--- src/rtl/can_tx_pkg.sv ---
// Shared definitions for the CAN transmit scheduler: state encoding and parameter defaults.
package can_tx_pkg;

  localparam int DATA_W_DEF    = 128;
  localparam int CNT_W_DEF     = 6;
  localparam int RETRY_MAX_DEF = 16;

  typedef logic [2:0] state_t;

  localparam state_t ST_IDLE  = 3'd0;
  localparam state_t ST_FETCH = 3'd1;
  localparam state_t ST_LATCH = 3'd2;
  localparam state_t ST_SEND  = 3'd3;
  localparam state_t ST_RETRY = 3'd4;

endpackage

--- src/rtl/can_tx_retry_ctr.sv ---
// Retransmission counter: clear, increment, saturate at all-ones.
// The limit compare exists only when TX_RETRY_LIMIT_EN is defined; otherwise at_limit is tied low.
module can_tx_retry_ctr
  import can_tx_pkg::*;
#(
  parameter int LIMIT = RETRY_MAX_DEF
) (
  input  logic clk,
  input  logic rst_n,
  input  logic clr,
  input  logic inc,
  output logic at_limit
);

  localparam int W = $clog2(LIMIT + 1);

  logic [W-1:0] cnt;

  always_ff @(posedge clk or negedge rst_n) begin
    if (!rst_n) begin
      cnt <= '0;
    end else if (clr) begin
      cnt <= '0;
    end else if (inc && (cnt != '1)) begin
      cnt <= cnt + 1'b1;
    end
  end

`ifdef TX_RETRY_LIMIT_EN
  assign at_limit = (cnt == W'(LIMIT));
`else
  assign at_limit = 1'b0;
`endif

endmodule

--- src/rtl/can_tx_scheduler.sv ---
// CAN transmit scheduler: HPB ahead of FIFO, one frame at a time to the engine, retry sequencing.
// Build option: TX_RETRY_LIMIT_EN makes a frame fail once RETRY_MAX retransmissions are exhausted.
module can_tx_scheduler
  import can_tx_pkg::*;
#(
  parameter int DATA_W    = DATA_W_DEF,
  parameter int CNT_W     = CNT_W_DEF,
  parameter int RETRY_MAX = RETRY_MAX_DEF
) (
  input  logic              sys_clk,
  input  logic              IP2Can_reset_n,
  input  logic [CNT_W-1:0]  fifo_count,
  output logic              fifo_deload,
  input  logic [DATA_W-1:0] fifo_data,
  input  logic              hpb_valid,
  input  logic [DATA_W-1:0] hpb_data,
  output logic              hpb_clr,
  output logic              tx_req,
  output logic [DATA_W-1:0] tx_frame,
  input  logic              tx_done,
  input  logic              tx_arb_lost,
  input  logic              tx_err,
  input  logic              tx_abort,
  output logic              src_hpb,
  output logic              sched_busy,
  output logic              tx_ok,
  output logic              tx_fail
);

  state_t state, state_nx;
  logic   err_evt, end_ok, end_fail, retry_at_limit;

  assign err_evt  = tx_err || tx_arb_lost;
  assign end_ok   = (state == ST_SEND) && tx_done;
  assign end_fail = (state == ST_SEND) && !tx_done &&
                    (tx_abort || (err_evt && retry_at_limit));

  can_tx_retry_ctr #(.LIMIT(RETRY_MAX)) u_retry_ctr (
    .clk      (sys_clk),
    .rst_n    (IP2Can_reset_n),
    .clr      ((state == ST_IDLE) || (state == ST_LATCH)),
    .inc      (state == ST_RETRY),
    .at_limit (retry_at_limit)
  );

  // NOTE: state_nx is defaulted first so no path through the case can infer a latch.
  always_comb begin
    state_nx = state;
    case (state)
      ST_IDLE: begin
        if (hpb_valid)              state_nx = ST_SEND;
        else if (fifo_count != '0)  state_nx = ST_FETCH;
      end
      ST_FETCH: state_nx = ST_LATCH;
      ST_LATCH: state_nx = ST_SEND;
      ST_SEND: begin
        if (tx_done || tx_abort)    state_nx = ST_IDLE;
        else if (err_evt)           state_nx = retry_at_limit ? ST_IDLE : ST_RETRY;
      end
      ST_RETRY: state_nx = ST_SEND;
      default:  state_nx = ST_IDLE;
    endcase
  end

  // Every output is a flop decoded from the next state, so the engine and FIFO see clean edges.
  // NOTE: sequential state uses non-blocking assignments so all flops update from pre-edge values.
  always_ff @(posedge sys_clk or negedge IP2Can_reset_n) begin
    if (!IP2Can_reset_n) begin
      state       <= ST_IDLE;
      fifo_deload <= 1'b0;
      hpb_clr     <= 1'b0;
      tx_req      <= 1'b0;
      tx_frame    <= '0;
      src_hpb     <= 1'b0;
      sched_busy  <= 1'b0;
      tx_ok       <= 1'b0;
      tx_fail     <= 1'b0;
    end else begin
      state       <= state_nx;
      fifo_deload <= (state_nx == ST_FETCH);
      tx_req      <= (state_nx == ST_SEND);
      sched_busy  <= (state_nx != ST_IDLE);
      tx_ok       <= end_ok;
      tx_fail     <= end_fail;
      hpb_clr     <= (end_ok || end_fail) && src_hpb;
      if ((state == ST_IDLE) && hpb_valid) begin
        tx_frame <= hpb_data;
        src_hpb  <= 1'b1;
      end else if (state == ST_LATCH) begin
        tx_frame <= fifo_data;
        src_hpb  <= 1'b0;
      end
    end
  end

endmodule

--- config.mk ---
export PLATFORM = sky130hd
export DESIGN_NAME = can_tx_scheduler
export DESIGN_NICKNAME = d
export VERILOG_FILES = /design/src/rtl/can_tx_pkg.sv /design/src/rtl/can_tx_retry_ctr.sv /design/src/rtl/can_tx_scheduler.sv
export SDC_FILE = /design/constraint.sdc
export NUM_CORES = 1
export LEC_CHECK = 0
export ABC_AREA = 1
export CORE_UTILIZATION = 23
export CTS_BUF_LIST = sky130_fd_sc_hd__clkbuf_8 sky130_fd_sc_hd__clkbuf_16
export DETAILED_ROUTE_END_ITERATION = 8
export GPL_ROUTABILITY_DRIVEN = 0
export PLACE_DENSITY_LB_ADDON = 0.25
export SKIP_LAST_GASP = 1
export SLEW_MARGIN = 40
export SYNTH_ARGS = -nofsm -noshare
export SYNTH_HDL_FRONTEND = slang
export SYNTH_SLANG_ARGS = --single-unit
--- constraint.sdc ---
create_clock -name sys_clk -period 2 [get_ports sys_clk]
set_clock_uncertainty 0.1 [all_clocks]
set_input_delay 0.4 -clock sys_clk [delete_from_list [all_inputs] [get_ports sys_clk]]
set_output_delay 0.4 -clock sys_clk [all_outputs]
set_load 0.005 [all_outputs]
==> results by group <==
CTS
  • Post-cts gate resize count: 0
  • Clk Tree Root Cell: sky130_fd_sc_hd__clkbuf_16
  • Maximum level of the CTS H-tree: 4
  • Clock transition at the registers of the reported paths: approximately 0.07 ns
  • Clock insertion delay at the later pin of the skew report: just over 0.4 ns
  • Clock tree from TritonCTS: built
  • Number of clock buffers inserted by TritonCTS: 17
  • Clk buf depth: 2
  • Clock sink count: 138
  • Hold buffer count at cts: 1
  • Setup Fix Bufs, Post-CTS: 0

Drt
  • Routed vias/inst: around 4.6
  • Routed wire length: roughly 26000 um
  • Post-route ant nets: 0
  • Detailed-route wire length per cell: 16.8 um
  • Total vias in the final route: 7111
  • Number of violations reported at the end of detailed-routing iteration 0: around 460
  • Remaining design rule violation count: 0
  • Router iterations before antenna repair: 5

Timing
  • Worst-case headroom to the max-slew limit: 73.2%
  • Period Utilization, post-route: 92.8%
  • Final worst setup slack: 0.144 ns
  • Actual slew at the worst max-slew pin: between 0.4 and 0.5 ns
  • F_max: 539 MHz
  • Tightest hold margin: 0.367 ns
  • Count of endpoints failing setup in the final report: 0
  • Final-report max-slew violation count: 0
  • RSZ-0062 raised after global routing: no
  • Min cycle time layout: 1.86 ns
  • Final Hold Viols: 0
  • Setup TNS after final layout: 0 ns

Worst setup path
  • Setup slack, reg-to-reg: 0.28 ns
  • Worst endpoint data arrival time: 1.36 ns
  • Number of cells on the worst reg-to-reg path: 5
  • Setup CP Type: reg -> out
  • Worst r2r dst: tx_frame[66]$_DFFE_PN0P_
  • Chain of cells forming the critical path: clkdlybuf4s50_1
  • Count of buffering cells on the critical path with inverters included: 1
  • Largest delay contributor family on the critical path: buffers and inverters
  • Worst setup path end: tx_frame[19]
  • Delay of the slowest cell on the worst path: 0.52 ns
  • Required time of the critical path: around 1.5 ns
  • Crit. Startpoint: tx_frame[19]$_DFFE_PN0P_
  • Reg-to-Reg Start: state[0]$_DFF_PN0_
  • Capturing element type of the critical path: output port
  • Largest fanout on the critical path: 2
  • Logic depth of the worst path, buffers included: 1
  • Critical path's slowest cell: sky130_fd_sc_hd__clkdlybuf4s50_1
  • Critical Path Start Type: flip-flop

Floorplanning
  • Die area: 28700 um2
  • IO Pins: 404
  • Initial core utilization: 23.6%
  • Cell row count: 60
  • Die Width: 169 um
  • Core ar.: 27300 um2
  • Die extent in y: 169 um

Global routing
  • Initial antenna violation count: 0
  • Largest net degree at the start of global routing: 77
  • Aggregate global-route resource usage: between 15 and 20%
  • Vias in the first global route: 6810
  • Global-route wire length before repair: 39800 um
  • Global route total overflow: 0

Cells and area
  • Area of the multi-input gates: 2590 um2
  • Area growth from synthesis to layout: 81.1%
  • Area used by sequential logic in the layout: between 3000 and 4000 um2
  • Number of standard cells in the final layout excluding fillers: 1539
  • # diodes: 0
  • Fraction of final layout cells with drive strength greater than 1: ~6.1%
  • Final-stage net count: approximately 1400
  • Fill cell total of the finished layout: 2737

Yosys
  • Post-synth cell types: 14
  • Post-synthesis async set-or-reset flop share: 100%
  • Cell taking the most area after synthesis: sky130_fd_sc_hd__dfrtp_1
  • Count of warnings emitted by yosys: 0
  • Average instance area after synthesis: 8.40 um2
  • Flops & latches, synth: about 140
  • Area contributors post-synth: sky130_fd_sc_hd__dfrtp_1 (54%), sky130_fd_sc_hd__a31oi_1 (12%), sky130_fd_sc_hd__nand3_1 (10%), sky130_fd_sc_hd__nor2_1 (8.5%), sky130_fd_sc_hd__nand2_1 (8.3%)
  • Number of synthesized flops with an enable pin: 0
  • Most used standard cell by instance count after synthesis: sky130_fd_sc_hd__nor2_1
  • Mapped Cells: 767
  • Predominant post-synthesis flop cell: sky130_fd_sc_hd__dfrtp_1
  • Post-synthesis instance area: between 6000 and 7000 um2
  • Share of synthesized area occupied by flip-flops and latches: 53.6%
  • Cell types with the highest counts after synthesis: sky130_fd_sc_hd__nor2_1 (146), sky130_fd_sc_hd__nand2_1 (142), sky130_fd_sc_hd__dfrtp_1 (138)
  • Fraction of synthesized cell area taken by the top area cell type: a little over half
  • Net count of the mapped netlist: 1036

Pwr
  • P per Cell Area: 1500 nW/um2
  • Leakage power: 0.00489 uW
  • Overall power: 17500 uW
  • Worst-case vdd ir drop: ~0.50 mV

Worst hold path
  • Hold Path Class: in -> async

Placement
  • Post-Place Worst Slack: 0.115 ns
  • DP Cell Count: 1506
  • HPWL after detailed placement: 18300 um
  • Number of port buffers: 403

Status
  • Result of the run: finished clean

Job
  • Max-cap viol count: 0
[per-layer routing]
| metal | track usage [%] | part of all wire, % | vias to the layer above |
|---|---|---|---|
| met5 | 0 | 0 | - |
| met4 | 4.86 | 1.1 | 0 |
| met3 | 4.66 | 7.5 | 16 |
| met2 | 30.2 | 49 | 290 |
| met1 | 22.4 | 42 | 3384 |
| li1 | - | - | 3421 |
[worst min-delay path by stage]
stage | startpoint | endpoint | slack (ns) | depth (start not counted)
final | IP2Can_reset_n | tx_frame[70]$_DFFE_PN0P_ | 0.37 | 2
after CTS | IP2Can_reset_n | tx_frame[70]$_DFFE_PN0P_ | 0.36 | 2
after global placement | IP2Can_reset_n | tx_frame[53]$_DFFE_PN0P_ | 0.24 | 1
after detailed placement | IP2Can_reset_n | tx_frame[70]$_DFFE_PN0P_ | 0.24 | 1
after global routing | IP2Can_reset_n | tx_frame[70]$_DFFE_PN0P_ | 0.38 | 2
after floorplan | IP2Can_reset_n | fifo_deload$_DFF_PN0_ | 0.004 | 0
[stage by stage]
step / utilization (%) / cell area, um2
3_5_place_dp: 40.5 / 11000
2_1_floorplan: - / 6440
5_1_grt: 42.8 / 11700
4_1_cts: 42.8 / 11700
3_3_place_gp: 40.5 / 11000
6_report: 42.8 / 11700
[kinds of logic after synthesis]
group,Yosys count,share of synthesized area [%]
AOI/OAI and AO/OA,130,12.6
buffers and inverters,77,6.39
DFF,138,53.6
and+or+nand+nor,422,27.4
[cells in the final DEF (no fill, tap or decap), types with 3 or more instances in the layout]
| master | instances |
|---|---|
| sky130_fd_sc_hd__nand2_1 | 141 |
| sky130_fd_sc_hd__a31oi_1 | 128 |
| sky130_fd_sc_hd__nor2_1 | 146 |
| sky130_fd_sc_hd__clkdlybuf4s50_1 | 402 |
| sky130_fd_sc_hd__clkinv_4 | 3 |
| sky130_fd_sc_hd__inv_6 | 3 |
| sky130_fd_sc_hd__inv_1 | 6 |
| sky130_fd_sc_hd__nand3_1 | 130 |
| sky130_fd_sc_hd__buf_4 | 18 |
| sky130_fd_sc_hd__buf_12 | 16 |
| sky130_fd_sc_hd__clkbuf_16 | 17 |
| sky130_fd_sc_hd__bufinv_16 | 3 |
| sky130_fd_sc_hd__dfrtp_1 | 138 |
[flip-flops by register name, summed over array words and instances (netlist names)]
| signal | cells |
|---|---|
| hpb_clr | 1 |
| state | 3 |
| tx_frame | 128 |
| src_hpb | 1 |
| tx_req | 1 |
| tx_fail | 1 |
| sched_busy | 1 |
| tx_ok | 1 |
| fifo_deload | 1 |
[final cells by class]
type                    instances  share of cell area, %
clock buffers                  18                   3.76
clock inverters                14                   1.59
inverters                       7                  0.247
multi-input cells             552                   22.2
flip-flops and latches        138                   29.6
well taps                     372                   3.99
repair buffers                438                   38.6
[power by group]
| group | switching [uW] | internal [uW] |
|---|---|---|
| Combinational | 4290 | 4720 |
| Sequential | 820 | 4280 |
| Clock | 1370 | 2030 |
(Power assumes the default switching activity.)
